### src/rtl/regfile.sv
// 32 x 64-bit LEGv8 register file, XZR hardwired, write-first bypass,
// plus a load scoreboard for read-after-write stall detection.
//
// Ports:
//   clk, rst_n         rising-edge clock, async active-low reset
//   rreg1/rdata1/busy1 read port 1 (prior value for MOVK), combinational
//   rreg2/rdata2/busy2 read port 2 (second ALU operand), combinational
//   wen/wreg/wdata     single writeback port
//   issue/issuereg     load entering the pipe marks its destination pending
//   flush              squash: clears every pending bit
//   pending            scoreboard vector, top bit (XZR) always 0
module regfile #(
    parameter int WORDSIZE = 64,
    parameter int REGSIZE  = 5
) (
    input  logic                    clk,
    input  logic                    rst_n,
    input  logic [REGSIZE-1:0]      rreg1,
    input  logic [REGSIZE-1:0]      rreg2,
    output logic [WORDSIZE-1:0]     rdata1,
    output logic [WORDSIZE-1:0]     rdata2,
    output logic                    busy1,
    output logic                    busy2,
    input  logic                    wen,
    input  logic [REGSIZE-1:0]      wreg,
    input  logic [WORDSIZE-1:0]     wdata,
    input  logic                    issue,
    input  logic [REGSIZE-1:0]      issuereg,
    input  logic                    flush,
    output logic [2**REGSIZE-1:0]   pending
);

    localparam int NREG = 2**REGSIZE;
    localparam logic [REGSIZE-1:0] XZR = REGSIZE'(NREG - 1);

    // Only X0..X30 have storage; XZR reads are forced to zero below.
    logic [WORDSIZE-1:0] regs [NREG-1];
    logic [NREG-1:0]     pending_nxt;

    logic hit1;
    logic hit2;

    assign hit1 = wen && (wreg == rreg1);
    assign hit2 = wen && (wreg == rreg2);

    always_ff @(posedge clk or negedge rst_n) begin
        if (!rst_n) begin
            for (int i = 0; i < NREG - 1; i++) begin
                regs[i] <= '0;
            end
        end else if (wen && (wreg != XZR)) begin
            regs[wreg] <= wdata;
        end
    end

    // Priority: flush > new issue > writeback clear > hold.
    // A same-cycle issue wins over the write so a fresh producer is tracked.
    always_comb begin
        pending_nxt = pending;
        for (int i = 0; i < NREG - 1; i++) begin
            if (flush) begin
                pending_nxt[i] = 1'b0;
            end else if (issue && (issuereg == REGSIZE'(i))) begin
                pending_nxt[i] = 1'b1;
            end else if (wen && (wreg == REGSIZE'(i))) begin
                pending_nxt[i] = 1'b0;
            end
        end
        pending_nxt[NREG-1] = 1'b0;
    end

    always_ff @(posedge clk or negedge rst_n) begin
        if (!rst_n) begin
            pending <= '0;
        end else begin
            pending <= pending_nxt;
        end
    end

    assign rdata1 = (rreg1 == XZR) ? '0 :
                    hit1           ? wdata :
                                     regs[rreg1];

    assign rdata2 = (rreg2 == XZR) ? '0 :
                    hit2           ? wdata :
                                     regs[rreg2];

    // A writeback landing this cycle resolves the hazard through the bypass.
    assign busy1 = (rreg1 != XZR) & pending[rreg1] & ~hit1;
    assign busy2 = (rreg2 != XZR) & pending[rreg2] & ~hit2;

endmodule

### config.mk
export PLATFORM = sky130hd
export DESIGN_NAME = regfile
export DESIGN_NICKNAME = d
export VERILOG_FILES = /design/src/rtl/regfile.sv
export SDC_FILE = /design/constraint.sdc
export NUM_CORES = 2
export LEC_CHECK = 0
export CAP_MARGIN = 20
export CELL_PAD_IN_SITES_DETAIL_PLACEMENT = 0
export CELL_PAD_IN_SITES_GLOBAL_PLACEMENT = 1
export CORE_ASPECT_RATIO = 0.9
export CORE_MARGIN = 2
export CORE_UTILIZATION = 48
export DETAILED_ROUTE_END_ITERATION = 7
export PLACE_DENSITY = 0.74
export SYNTH_ARGS = -nofsm -noshare
export SYNTH_HDL_FRONTEND = slang
export SYNTH_SLANG_ARGS = --single-unit
### constraint.sdc
create_clock -name clk -period 1.7 [get_ports clk]
set_input_delay 0.17 -clock clk [delete_from_list [all_inputs] [get_ports clk]]
set_output_delay 0.17 -clock clk [all_outputs]
set_load 0.02 [all_outputs]
### Word level (Yosys, flattened, before mapping)

Cells that the tools add are included.

* magnitude comparators: 6
* equal/unequal tests: 67
* multiplexer cells: 110
* bitwise operators: 9
* reduce and logical (&&, ||, !) cells: 99

Operators with widths (count)
* $bwmux W1984: 1
* $bmux W64 S5: 2
* $mux W64: 9
* $demux W64 S5: 1
* $eq A5 B5 Y1 const B: 32
* $mux W1: 95
* $reduce_bool A3 Y1: 31
* $eq A5 B4 Y1 const B: 16
* $logic_and A1 B1 Y1: 66
* $eq A5 B3 Y1 const B: 8
* $eq A5 B2 Y1 const B: 4
* $ge A6 B6 Y1 const B: 3
* $not A5 Y6: 3
* $ne A5 B5 Y1 const B: 3
* $lt A5 B6 Y1 const B: 2
* $bmux W1 S5: 2
* $eq A5 B1 Y1 const B: 2
* $eq A5 B5 Y1: 2
* $logic_not A5 Y1: 2
* $lt A6 B1 Y1 const B: 1
* $and A1 B1 Y1: 4
* $not A1 Y1: 2

* bits in registers: 2015
* input bits: 89
* output and inout bits: 162
* logic and storage cells: 353

### Longest topological paths before layout

* depth after elaboration: 6
* depth in mapped cells: 11
* gate-level depth less buffers: 5

### Least setup slack after synthesis

OpenSTA, ideal clock, no wires.

* path kind: input-to-output
* start point: in rreg1[2]
* end point: out rdata1[38]
* arrival time: 2117 ps
* required time: 1530 ps
* setup slack: -587 ps
* stages on the path: 7
* buffers on the path: 3
* cells stage by stage: buf_2 -> and2_1 -> and4_1 -> or2_2 -> clkbuf_1 -> buf_2 -> o41ai_1

* word-level cells in the longest chain between the ends: 6
* elaborated cells on any way between the ends: 9
* those cells by class: eq/ne: 2; mux: 5; bitwise: 1; reduce/logical: 1

Ends and longest elaborated chain
* from (decl): line 18 `input logic [REGSIZE-1:0] rreg1,`
* $not A5 Y6 (not written as such): line 82 `regs[rreg1];`
* $bmux W64 S5: line 82
* $mux W64 (not written as such) (2 in a row): line 82
* $mux W64: line 81 `hit1 ? wdata :`
* $mux W64 (*): line 80 `assign rdata1 = (rreg1 == XZR) ? '0 :`
* to (decl): line 20 `output logic [WORDSIZE-1:0] rdata1,`

Mark *: on every way between the ends. The rest lies on a longest branch, timed or not. The select of a mux whose other input is x is not followed.

### Final worst setup path

* start point: reg regs[484] in the netlist's numbering
* end point: out rdata2[36]

* word-level cells in the longest chain between the ends: 5

Ends and longest elaborated chain
* from (decl): line 37 `logic [WORDSIZE-1:0] regs [NREG-1];`
* from (signal, indexed assignment): line 52 `regs[wreg] <= wdata;`
* $bmux W64 S5: line 86 `regs[rreg2];`
* $mux W64 (not written as such) (2 in a row): line 86
* $mux W64: line 85 `hit2 ? wdata :`
* $mux W64: line 84 `assign rdata2 = (rreg2 == XZR) ? '0 :`
* to (decl): line 21 `output logic [WORDSIZE-1:0] rdata2,`

Every way passes these cells. The select of a mux whose other input is x is not followed.

==> reports/metrics.cfg <==
[outcome]
status = finished with violations
violations = setup timing

[power]
comb_power_share_pct = 26.4
p_leak_nw = 62.8
seq_power_share_pct = 41.7
p_switching_mw = 43.9
power_frac_clock_pct = 32.0
ir_worst_vdd_uv = 936
swShare_pct = 28.6
cellInternalPower_mw = 109
powerDensity_nw_per_um2 = 1090

[drt]
drt_wl_total_um = 413000
wl_per_cell_um = 33.4
vias_per_cell = 6.61
drt_iter0_drc = 9031
drc = 0
vias = 81900
ant_nets = 0
drt_pass1_iterations = 6

[clock_tree]
numCtsBuffers = 213
cts_tree = built
clock_latency_ns = 0.90
clockRootBuffer = clkbuf_16
cts_buffer_depth = 3
cts_htree_levels = 4
numClockSinks = 2015
path_clk_slew_ns = 0.06

[setup_path]
cp-start-kind = flip-flop
worstPathMaxFanout = 2
cp_num_buf_inv = 2
worstPathArrival_ns = 2.80
critPathCaptureType = primary output
path_cells = buf_6, mux4_2, a221o_1, o221a_4, buf_6
cp_slowest_cell = mux4_2
cp_common_cell = buf_6
cp_data_required_time_ns = 1.53
critPathKind = flip-flop to primary output
max_stage_delay_ns = 0.49
critPathTopFamily = compound AO/OA/AOI/OAI gates

[placement]
placed_area_um2 = 131000
pre_cts_slack_ns = -1.51
numPortBuffers = 249
place.gp.congestion = 0.931
dpl.hpwl_um = 287000

[floorplan]
die-area_um2 = 230000
core_um2 = 225000
die_height_um = 455
ioPinCount = 251
initial_core_util_pct = 48.3
die_w_um = 505
rows = 165

[synth]
ys_seq_elements = 2015
ys_async_sr_fraction_pct = 100
synth_edf_count = 0
yosysSeqAreaShare_pct = 46.4
syn-cell-area_um2 = 109000
synth_top_cell_area_share_pct = 46.4
synth_area_leaders = dfrtp_1 (46%), mux2_2 (21%), mux4_2 (17%)
yosys_warnings = 0
syn_avg_cell_area_um2 = 14.2
synth_area_leader_cell = dfrtp_1
syn_inst = 7675
synth_cell_type_count = 59
synth.net_count = 7764
synth_ff_type = dfrtp_1

[timing]
fin_tns_setup_ns = -136.53
skew_ns = 0
relSlewSlack_pct = 45.5
finalWorstSetupSlack_ns = -1.27
final-setup-viol-count = 192
finalCritPeriodShare_pct = 175
slew_viol_final = 0
worst_pin_slew_ns = 0.814
rsz0062_at_grt = true
finalWorstPathRequiredPeriod_ns = 2.97
clock.fmax_ghz = 0.337
hold_viol = 0
whs_ns = 0.0606

[finish]
syn_to_final_growth_pct = 29.9
fill_cells = 16400
final_core_util_pct = 62.8
nets = 9284
final_common_cell = dfrtp_1
final_layout_size_suffix_gt1_share_pct = 61.1
layout_common_cells = dfrtp_1 (2015), mux2_2 (1989), buf_4 (1437)
post-route-cell-area_um2 = 141000

[global_routing]
grt_pass1_vias = 83900
grt_first_pass_wirelength_um = 599000
track_usage_pct = 35.7
antenna_found_initial = 10
overflow = 0
grt_max_degree = 110

[worst_hold_path]
hp-class = input pin to flip-flop

[run]
max-cap-violations = 0

## flip-flops by register name, summed over array words and instances, names as in the netlist
register / cells
pending: 31
regs: 1984
## cell usage after synthesis (19+ instances only)
library cell  instances
nand2b_1             59
a221oi_1             20
dfrtp_1            2015
a32o_1               40
mux2i_1             354
nor2b_1              35
nor2_1               83
nand3_1             114
a211oi_1             58
clkbuf_1            410
mux4_2              796
nand4_1              28
buf_4                77
nor3_1               45
o22ai_1              89
nand2_1             265
buf_6                21
o21ai_0              80
o221ai_1             69
a22o_1               67
o211ai_1             45
or2_2                27
buf_2               322
mux2_2             1993
o41ai_1              23
a31oi_1              19
inv_1                50
a22oi_1             213
buf_1                27
a21oi_1              89
## cell type report
| type | instances | area, µm² | share of cell area (%) |
|---|---|---|---|
| Clock buffer | 320 | 6340 | 4.49 |
| Sequential cell | 2015 | 50400 | 35.7 |
| Tap cell | 3006 | 3760 | 2.67 |
| Antenna cell | 7 | 17.5 | 0.0124 |
| Timing Repair Buffer | 2162 | 22400 | 15.9 |
| Clock inverter | 66 | 920 | 0.652 |
| Multi-Input combinational cell | 4752 | 57100 | 40.4 |
| Inverter | 51 | 193 | 0.137 |
## cells by family after synthesis
group | after synthesis | share of synthesized area (%)
other | 1 | 0.00345
flip-flops | 2015 | 46.4
AND/OR/NAND/NOR | 708 | 3.13
XOR/XNOR | 10 | 0.0806
AO/OA/AOI/OAI | 890 | 6.04
buffers and inverters | 908 | 3.92
multiplexers | 3143 | 40.4
## worst paths after layout
path                                            to  cells past startpoint  slack, ns                    from
max reg2reg                 pending[2]$_DFFE_PN0P_                      5       0.56  pending[2]$_DFFE_PN0P_
max in group asynchronous   regs[1934]$_DFFE_PN0P_                      3       0.29                   rst_n
min reg2reg                 regs[1289]$_DFFE_PN0P_                      1       0.52  regs[1289]$_DFFE_PN0P_
min in group asynchronous  pending[30]$_DFFE_PN0P_                      3       0.20                   rst_n
min                         regs[1165]$_DFFE_PN0P_                      2       0.06               wdata[13]
max                                     rdata2[36]                      5      -1.27   regs[484]$_DFFE_PN0P_
## what timing repair did
item	CTS	global route
setup buffers	69	36
hold buffers	2	0
resized for setup	1085	147
pin swaps	292	151
endpoints found under the setup margin	440	348
gates cloned	1	0
hold endpoints to repair	1961	0
## routing by layer
metal  track usage [%]  wire length (µm)
met5                 0                18
met4              16.9             22600
met3              7.79             38000
met2              55.0            189000
met1              48.4            164000
## power groups by stage
| stage | Combinational [mW] | Clock (mW) | Sequential, mW |
|---|---|---|---|
| finish | 40.4 | 49.0 | 63.9 |
| global route | 42.7 | 51.4 | 64.8 |
| CTS | 39.7 | 49.4 | 63.4 |
| detailed placement | 38.5 | 0 | 64.2 |
| global placement | 37.5 | 0 | 63.4 |
| floorplan | 23.3 | 0 | 62.3 |
## through the flow
step | std cells | power [mW]
after detailed placement | 11900 | 103
after CTS | 12400 | 153
after floorplan | 7675 | 85.6
after global routing | 12400 | 159
after global placement | 11900 | 101
final | 12400 | 153
(Power assumes the default switching activity.)
